[src/rtl/remote_comm.sv]
// remote_comm: host-side UART link to the flight controller.
// Transmit side sends one command byte and a 16-bit data word as three
// back-to-back 8N1 frames (cmd, data[15:8], data[7:0]). Receive side
// captures single-byte responses sampled at mid-bit.
//
// Handshakes: send_cmd is a one-cycle request, honoured only while the
// transmitter is idle; cmd_sent stays high from the end of the last stop
// bit until the next accepted request. resp_rdy goes high together with a
// valid resp and stays high until clr_resp_rdy or the next start bit; a
// set in the same cycle as a clear leaves resp_rdy high.
// rst_n is an active-high asynchronous reset despite its name.
module remote_comm #(
  parameter int BAUD_DIV = 2604
) (
  input  logic        clk,
  input  logic        rst_n,
  input  logic        RX,
  output logic        TX,
  input  logic [7:0]  cmd,
  input  logic [15:0] data,
  input  logic        send_cmd,
  output logic        cmd_sent,
  output logic [7:0]  resp,
  output logic        resp_rdy,
  input  logic        clr_resp_rdy
);

  localparam int BW = (BAUD_DIV > 2) ? $clog2(BAUD_DIV) : 1;
  localparam logic [BW-1:0] BAUD_LAST = BW'(BAUD_DIV - 1);
  localparam logic [BW-1:0] BAUD_PRE  = BW'(BAUD_DIV - 2);
  localparam logic [BW-1:0] HALF_LAST = BW'(BAUD_DIV / 2 - 1);

  typedef enum logic [2:0] {
    TX_IDLE,
    TX_LOAD,
    TX_SHIFT,
    TX_NEXT,
    TX_DONE
  } tx_state_e;

  typedef enum logic {
    RX_IDLE,
    RX_RECV
  } rx_state_e;

  // transmitter state
  tx_state_e   tx_state_q, tx_state_d;
  logic [23:0] hold_q, hold_d;
  logic [9:0]  sh_q, sh_d;
  logic [BW-1:0] tbaud_q, tbaud_d;
  logic [3:0]  tbit_q, tbit_d;
  logic [1:0]  tbyte_q, tbyte_d;
  logic        cmd_sent_q, cmd_sent_d;
  logic [7:0]  next_byte;

  // receiver state
  rx_state_e   rx_state_q, rx_state_d;
  logic        rx_s1_q, rx_s1_d;
  logic        rx_s2_q, rx_s2_d;
  logic        rx_prev_q, rx_prev_d;
  logic [BW-1:0] rbaud_q, rbaud_d;
  logic [3:0]  rbit_q, rbit_d;
  logic [7:0]  rsh_q, rsh_d;
  logic [7:0]  resp_q, resp_d;
  logic        resp_rdy_q, resp_rdy_d;
  logic        rx_fall, rx_sample, rx_set, rx_start;

  // The line idles at the shift register's LSB, which resets to all ones.
  assign TX       = sh_q[0];
  assign cmd_sent = cmd_sent_q;
  assign resp     = resp_q;
  assign resp_rdy = resp_rdy_q;

  // Byte following the one currently on the line.
  assign next_byte = (tbyte_q == 2'd0) ? hold_q[15:8] : hold_q[7:0];

  // Transmit next-state: NEXT occupies the final clock of each stop bit so
  // the following start bit begins with no idle gap.
  always_comb begin
    tx_state_d = tx_state_q;
    hold_d     = hold_q;
    sh_d       = sh_q;
    tbaud_d    = tbaud_q;
    tbit_d     = tbit_q;
    tbyte_d    = tbyte_q;
    cmd_sent_d = cmd_sent_q;
    case (tx_state_q)
      TX_IDLE: begin
        if (send_cmd) begin
          hold_d     = {cmd, data};
          cmd_sent_d = 1'b0;
          tbyte_d    = 2'd0;
          tx_state_d = TX_LOAD;
        end
      end
      TX_LOAD: begin
        sh_d       = {1'b1, hold_q[23:16], 1'b0};
        tbaud_d    = '0;
        tbit_d     = 4'd0;
        tx_state_d = TX_SHIFT;
      end
      TX_SHIFT: begin
        if (tbit_q == 4'd9 && tbaud_q == BAUD_PRE) begin
          tx_state_d = TX_NEXT;
        end else if (tbaud_q == BAUD_LAST) begin
          tbaud_d = '0;
          tbit_d  = tbit_q + 4'd1;
          sh_d    = {1'b1, sh_q[9:1]};
        end else begin
          tbaud_d = tbaud_q + BW'(1);
        end
      end
      TX_NEXT: begin
        tbaud_d = '0;
        tbit_d  = 4'd0;
        if (tbyte_q == 2'd2) begin
          sh_d       = '1;
          cmd_sent_d = 1'b1;
          tx_state_d = TX_DONE;
        end else begin
          sh_d       = {1'b1, next_byte, 1'b0};
          tbyte_d    = tbyte_q + 2'd1;
          tx_state_d = TX_SHIFT;
        end
      end
      TX_DONE: begin
        tx_state_d = TX_IDLE;
      end
      default: begin
        tx_state_d = TX_IDLE;
      end
    endcase
  end

  // Transmit registers; reset forces TX high immediately.
  always_ff @(posedge clk or posedge rst_n) begin
    if (rst_n) begin
      tx_state_q <= TX_IDLE;
      hold_q     <= '0;
      sh_q       <= '1;
      tbaud_q    <= '0;
      tbit_q     <= '0;
      tbyte_q    <= '0;
      cmd_sent_q <= 1'b0;
    end else begin
      tx_state_q <= tx_state_d;
      hold_q     <= hold_d;
      sh_q       <= sh_d;
      tbaud_q    <= tbaud_d;
      tbit_q     <= tbit_d;
      tbyte_q    <= tbyte_d;
      cmd_sent_q <= cmd_sent_d;
    end
  end

  assign rx_fall   = rx_prev_q & ~rx_s2_q;
  assign rx_sample = (rbit_q == 4'd0) ? (rbaud_q == HALF_LAST) : (rbaud_q == BAUD_LAST);

  // Receive next-state: sample 0 is mid start bit, 1..8 data, 9 the stop bit.
  always_comb begin
    rx_state_d = rx_state_q;
    rx_s1_d    = RX;
    rx_s2_d    = rx_s1_q;
    rx_prev_d  = rx_s2_q;
    rbaud_d    = rbaud_q;
    rbit_d     = rbit_q;
    rsh_d      = rsh_q;
    resp_d     = resp_q;
    rx_set     = 1'b0;
    rx_start   = 1'b0;
    case (rx_state_q)
      RX_IDLE: begin
        if (rx_fall) begin
          rx_start   = 1'b1;
          rbaud_d    = '0;
          rbit_d     = 4'd0;
          rx_state_d = RX_RECV;
        end
      end
      RX_RECV: begin
        if (rx_sample) begin
          rbaud_d = '0;
          if (rbit_q == 4'd9) begin
            rx_set     = 1'b1;
            resp_d     = rsh_q;
            rbit_d     = 4'd0;
            rx_state_d = RX_IDLE;
          end else begin
            if (rbit_q != 4'd0) begin
              rsh_d = {rx_s2_q, rsh_q[7:1]};
            end
            rbit_d = rbit_q + 4'd1;
          end
        end else begin
          rbaud_d = rbaud_q + BW'(1);
        end
      end
      default: begin
        rx_state_d = RX_IDLE;
      end
    endcase
    if (rx_set) begin
      resp_rdy_d = 1'b1;
    end else if (clr_resp_rdy || rx_start) begin
      resp_rdy_d = 1'b0;
    end else begin
      resp_rdy_d = resp_rdy_q;
    end
  end

  // Receive registers; synchroniser flops reset to the idle-high level.
  always_ff @(posedge clk or posedge rst_n) begin
    if (rst_n) begin
      rx_state_q <= RX_IDLE;
      rx_s1_q    <= 1'b1;
      rx_s2_q    <= 1'b1;
      rx_prev_q  <= 1'b1;
      rbaud_q    <= '0;
      rbit_q     <= '0;
      rsh_q      <= '0;
      resp_q     <= '0;
      resp_rdy_q <= 1'b0;
    end else begin
      rx_state_q <= rx_state_d;
      rx_s1_q    <= rx_s1_d;
      rx_s2_q    <= rx_s2_d;
      rx_prev_q  <= rx_prev_d;
      rbaud_q    <= rbaud_d;
      rbit_q     <= rbit_d;
      rsh_q      <= rsh_d;
      resp_q     <= resp_d;
      resp_rdy_q <= resp_rdy_d;
    end
  end

endmodule

[config.mk]
export PLATFORM = sky130hd
export DESIGN_NAME = remote_comm
export DESIGN_NICKNAME = d
export VERILOG_FILES = /design/src/rtl/remote_comm.sv
export SDC_FILE = /design/constraint.sdc
export NUM_CORES = 1
export LEC_CHECK = 0
export CORE_ASPECT_RATIO = 1.4
export CORE_MARGIN = 4
export CORE_UTILIZATION = 30
export DETAILED_ROUTE_END_ITERATION = 10
export PLACE_DENSITY_LB_ADDON = 0.2
export REMOVE_ABC_BUFFERS = 1
export SYNTH_ARGS = -nofsm -noshare
export SYNTH_HDL_FRONTEND = slang
export SYNTH_SLANG_ARGS = --single-unit
[constraint.sdc]
create_clock -name clk -period 3.3 [get_ports clk]
set_input_delay 0.495 -clock clk [delete_from_list [all_inputs] [get_ports clk]]
set_output_delay 0.495 -clock clk [all_outputs]
set_load 0.005 [all_outputs]
==> results by group <==
Global route
  • Vias in the first global route: 3200
  • Initial antenna violation count: 0
  • First-pass GRT wire length: 15600 um
  • Total GRT Usage: 11.9%
  • Total grt overflow: 0
  • Largest net degree at the start of global routing: 67

Finish
  • Most frequent cells in the layout: 80 x dfrtp_1, 40 x nor2_1, 39 x clkdlybuf4s50_1, 33 x mux2_2, 24 x a21oi_1
  • Antenna cells: 0
  • # fillers: 1380
  • Share of cells above drive strength 1: 18.3%
  • Commonest non-fill, non-tap cell in the layout: dfrtp_1
  • Layout Nets: 472
  • Area grow syn2layout: 21.7%

STA
  • Final setup margin: 0.489 ns
  • Slew margin rel.: 42.9%
  • Slew Viols, Final: 0
  • Final Critical Period: 2.81 ns
  • Total Neg Setup Slack: 0 ns
  • Slew @ Worst Pin: 0.849 ns
  • Fraction of the cycle the final worst path needs: 85.2%
  • Final Hold Viols: 0
  • Hold_ws: 0.364 ns
  • RSZ-0062 raised after global routing: no
  • # setup viols final: 0
  • Fmax: 0.356 GHz
  • Setup Skew: 0.00620 ns

Flow run
  • Max-Cap Viols: 0

Drt
  • Router iterations before antenna repair: 4
  • Via count: 3072
  • DRT antenna net count: 0
  • DR WL/cell: 14.7 um
  • DR DRC count: 0
  • Drt total wl: 9180 um
  • DR vias/cell: 4.93
  • DRT iter0 DRCs: 141

Logic synthesis
  • Post-synth ARST share: 100%
  • Synth Flop Type: dfrtp_1
  • Yosys warns: 0
  • XOR/XNOR Fraction of Synth Area: 2.60%
  • Synth Area in Simple Gates: 15.3%
  • Yosys cell types: 53
  • Compound-Gate Fraction of Synth Area: 10.3%
  • Syn Area/Cell: 11.1 um^2
  • Largest family of logic cells by synthesized area: simple AND/OR/NAND/NOR gates
  • Post-Synth Adder-Cell Area: 2.86%
  • Seq/Total Area, Yosys: 53.0%
  • FF+latch count, synth: 92
  • Multiplexer share of the synthesized area: 13.1%
  • Post-Synthesis Cell Area: 0.00437 mm^2
  • EDFF count, synth: 0
  • Post-Syn Instances: 393

Die
  • Ports: 40
  • FP Rows: 51
  • Die H: 151 um
  • Die area: 0.0166 mm^2
  • Die width: 110 um
  • Initial core utilization: 31.0%
  • Core area: 0.0141 mm^2

Power and ir drop
  • Max IR drop VDD: 0.261 mV
  • PwrDens: 718 mW/mm^2
  • Power Total: 3.82 mW
  • Leak Pwr: 2.29 nW

Status
  • Status: finished, final reports clean

Clocking
  • CTS tree: done
  • Post_cts resized: 0
  • Post-CTS Hold Buffers: 0
  • Root buffer cell: clkbuf_16
  • CTS max path bufs: 2
  • Post-CTS setup buffers: 0
  • # H-tree levels: 3
  • Worst skew pair latency: 0.34 ns
  • Worst-path clk slew: 0.07 ns
  • Inserted Clock Buffers: 9
  • CTS sink cnt: 92

Critical path
  • CP Capture Type: flop
  • Crit-path leading delay family: simple AND/OR/NAND/NOR gates
  • Crit-path cells: inv_1 > ha_1 > nor3b_1 > or4b_1 > a21o_1 > or3_1 > mux2_4
  • Buffers & Inverters on Critical Path: 1
  • CP max-delay cell: or3_1
  • Crit path max fanout: 15
  • Critical Path AT: 3.04 ns
  • Worst EP required: 3.53 ns
  • CP Launch Type: flop
  • Largest stage delay, worst path: 0.60 ns
  • Crit Path Class: reg2reg

Place
  • Number of port buffers: 39
  • Post-DP HPWL: 6510 um
  • Pre-CTS setup slack: 0.500 ns
  • Gpl congestion: 0.794

Worst hold path
  • Worst hold path class: reg2reg
==> where the power goes <==
| group | switching [mW] | internal [mW] |
|---|---|---|
| clock | 0.451 | 0.615 |
| combinational | 0.522 | 0.525 |
| sequential | 0.246 | 1.47 |
| total | 1.22 | 2.60 |
==> worst reg2reg max path, delay by kind of cell, from the launching register on <==
family | cells | cell delay [ns]
adders and majority gates | 1 | 0.19
muxes | 1 | 0.38
and+or+nand+nor | 3 | 1.29
AOI/OAI and AO/OA | 1 | 0.33
buffers and inverters | 1 | 0.09
DFF | 1 | 0.41
==> synth_stat cells (3+ instances only) <==
master | n | area share (%)
mux2_2 | 33 | 8.5
clkbuf_1 | 14 | 1.2
inv_1 | 17 | 1.5
nand4_1 | 7 | 1.0
mux2_4 | 8 | 2.7
or4_1 | 3 | 0.51
and4b_1 | 3 | 0.69
nor2b_1 | 4 | 0.57
mux2i_1 | 8 | 1.8
dfstp_2 | 12 | 7.2
nor3_1 | 5 | 0.57
a21oi_1 | 24 | 2.7
nor4_1 | 5 | 0.72
xnor2_1 | 7 | 1.4
nand2b_1 | 6 | 0.86
nand3_1 | 15 | 1.7
a211oi_1 | 9 | 1.5
a31oi_1 | 5 | 0.72
and3_1 | 4 | 0.57
nor2_1 | 40 | 3.4
xor2_1 | 6 | 1.2
dfrtp_1 | 80 | 46
o21ai_0 | 10 | 1.1
ha_1 | 10 | 2.9
nand2_1 | 22 | 1.9
==> layout make-up <==
| type | instances | area [um^2] | share of cell area, % |
|---|---|---|---|
| clock buffers | 10 | 239 | 4.49 |
| clock inverters | 6 | 70.1 | 1.32 |
| inverters | 17 | 65.1 | 1.22 |
| multi-input cells | 269 | 1950 | 36.6 |
| flip-flops and latches | 92 | 2320 | 43.5 |
| well taps | 185 | 231 | 4.35 |
| repair buffers | 44 | 453 | 8.51 |
==> sequential cells by signal, summed over array words and instances, names as in the netlist <==
signal and cells:
tbaud_q 12, rx_s1_q 1, sh_q 9, tbit_q 4, rx_prev_q 1, rx_state_q 1
tbyte_q 2, resp_rdy 1, rx_prev_d 1, tx_state_q 3, cmd_sent 1, rsh_q 8
hold_q 24, rbit_q 4, resp 8, rbaud_q 12
==> metal layers <==
metal | up-vias | routed length (um) | GRT usage, %
li1 | 1497 | - | -
met1 | 1510 | 4040 | 14.5
met2 | 53 | 4650 | 20.2
met3 | 12 | 330 | 2.90
met4 | 0 | 154 | 4.18
met5 | - | 0 | 0
==> through the flow <==
| stage | instances | utilization, % | cell area [um^2] |
|---|---|---|---|
| after global placement | 607 | 35.6 | 5010 |
| after detailed placement | 607 | 35.6 | 5010 |
| after global routing | 623 | 37.7 | 5320 |
| final | 623 | 37.7 | 5320 |
| after CTS | 623 | 37.7 | 5320 |
| after floorplan | 378 | - | 4310 |
==> logic make-up after synthesis <==
group,count (synthesis)
and+or+nand+nor,128
DFF,92
AOI/OAI and AO/OA,69
muxes,49
buffers and inverters,32
xor gates and xnor gates,13
adders and majority gates,10
==> path summary, 6_finish.rpt <==
check / slack, ns / endpoint / cells past startpoint / startpoint
setup / recovery: 0.49 / resp[6] / 7 / rbit_q[0]
hold / removal: 0.36 / rx_prev_d / 0 / rx_s1_q
setup reg to reg: 0.49 / resp[6] / 7 / rbit_q[0]
hold reg to reg: 0.36 / rx_prev_d / 0 / rx_s1_q
max in group asynchronous: 2.06 / sh_q[7] / 3 / rst_n
min in group asynchronous: 0.49 / resp[1] / 2 / rst_n
Power figures use the tool's default switching activity.
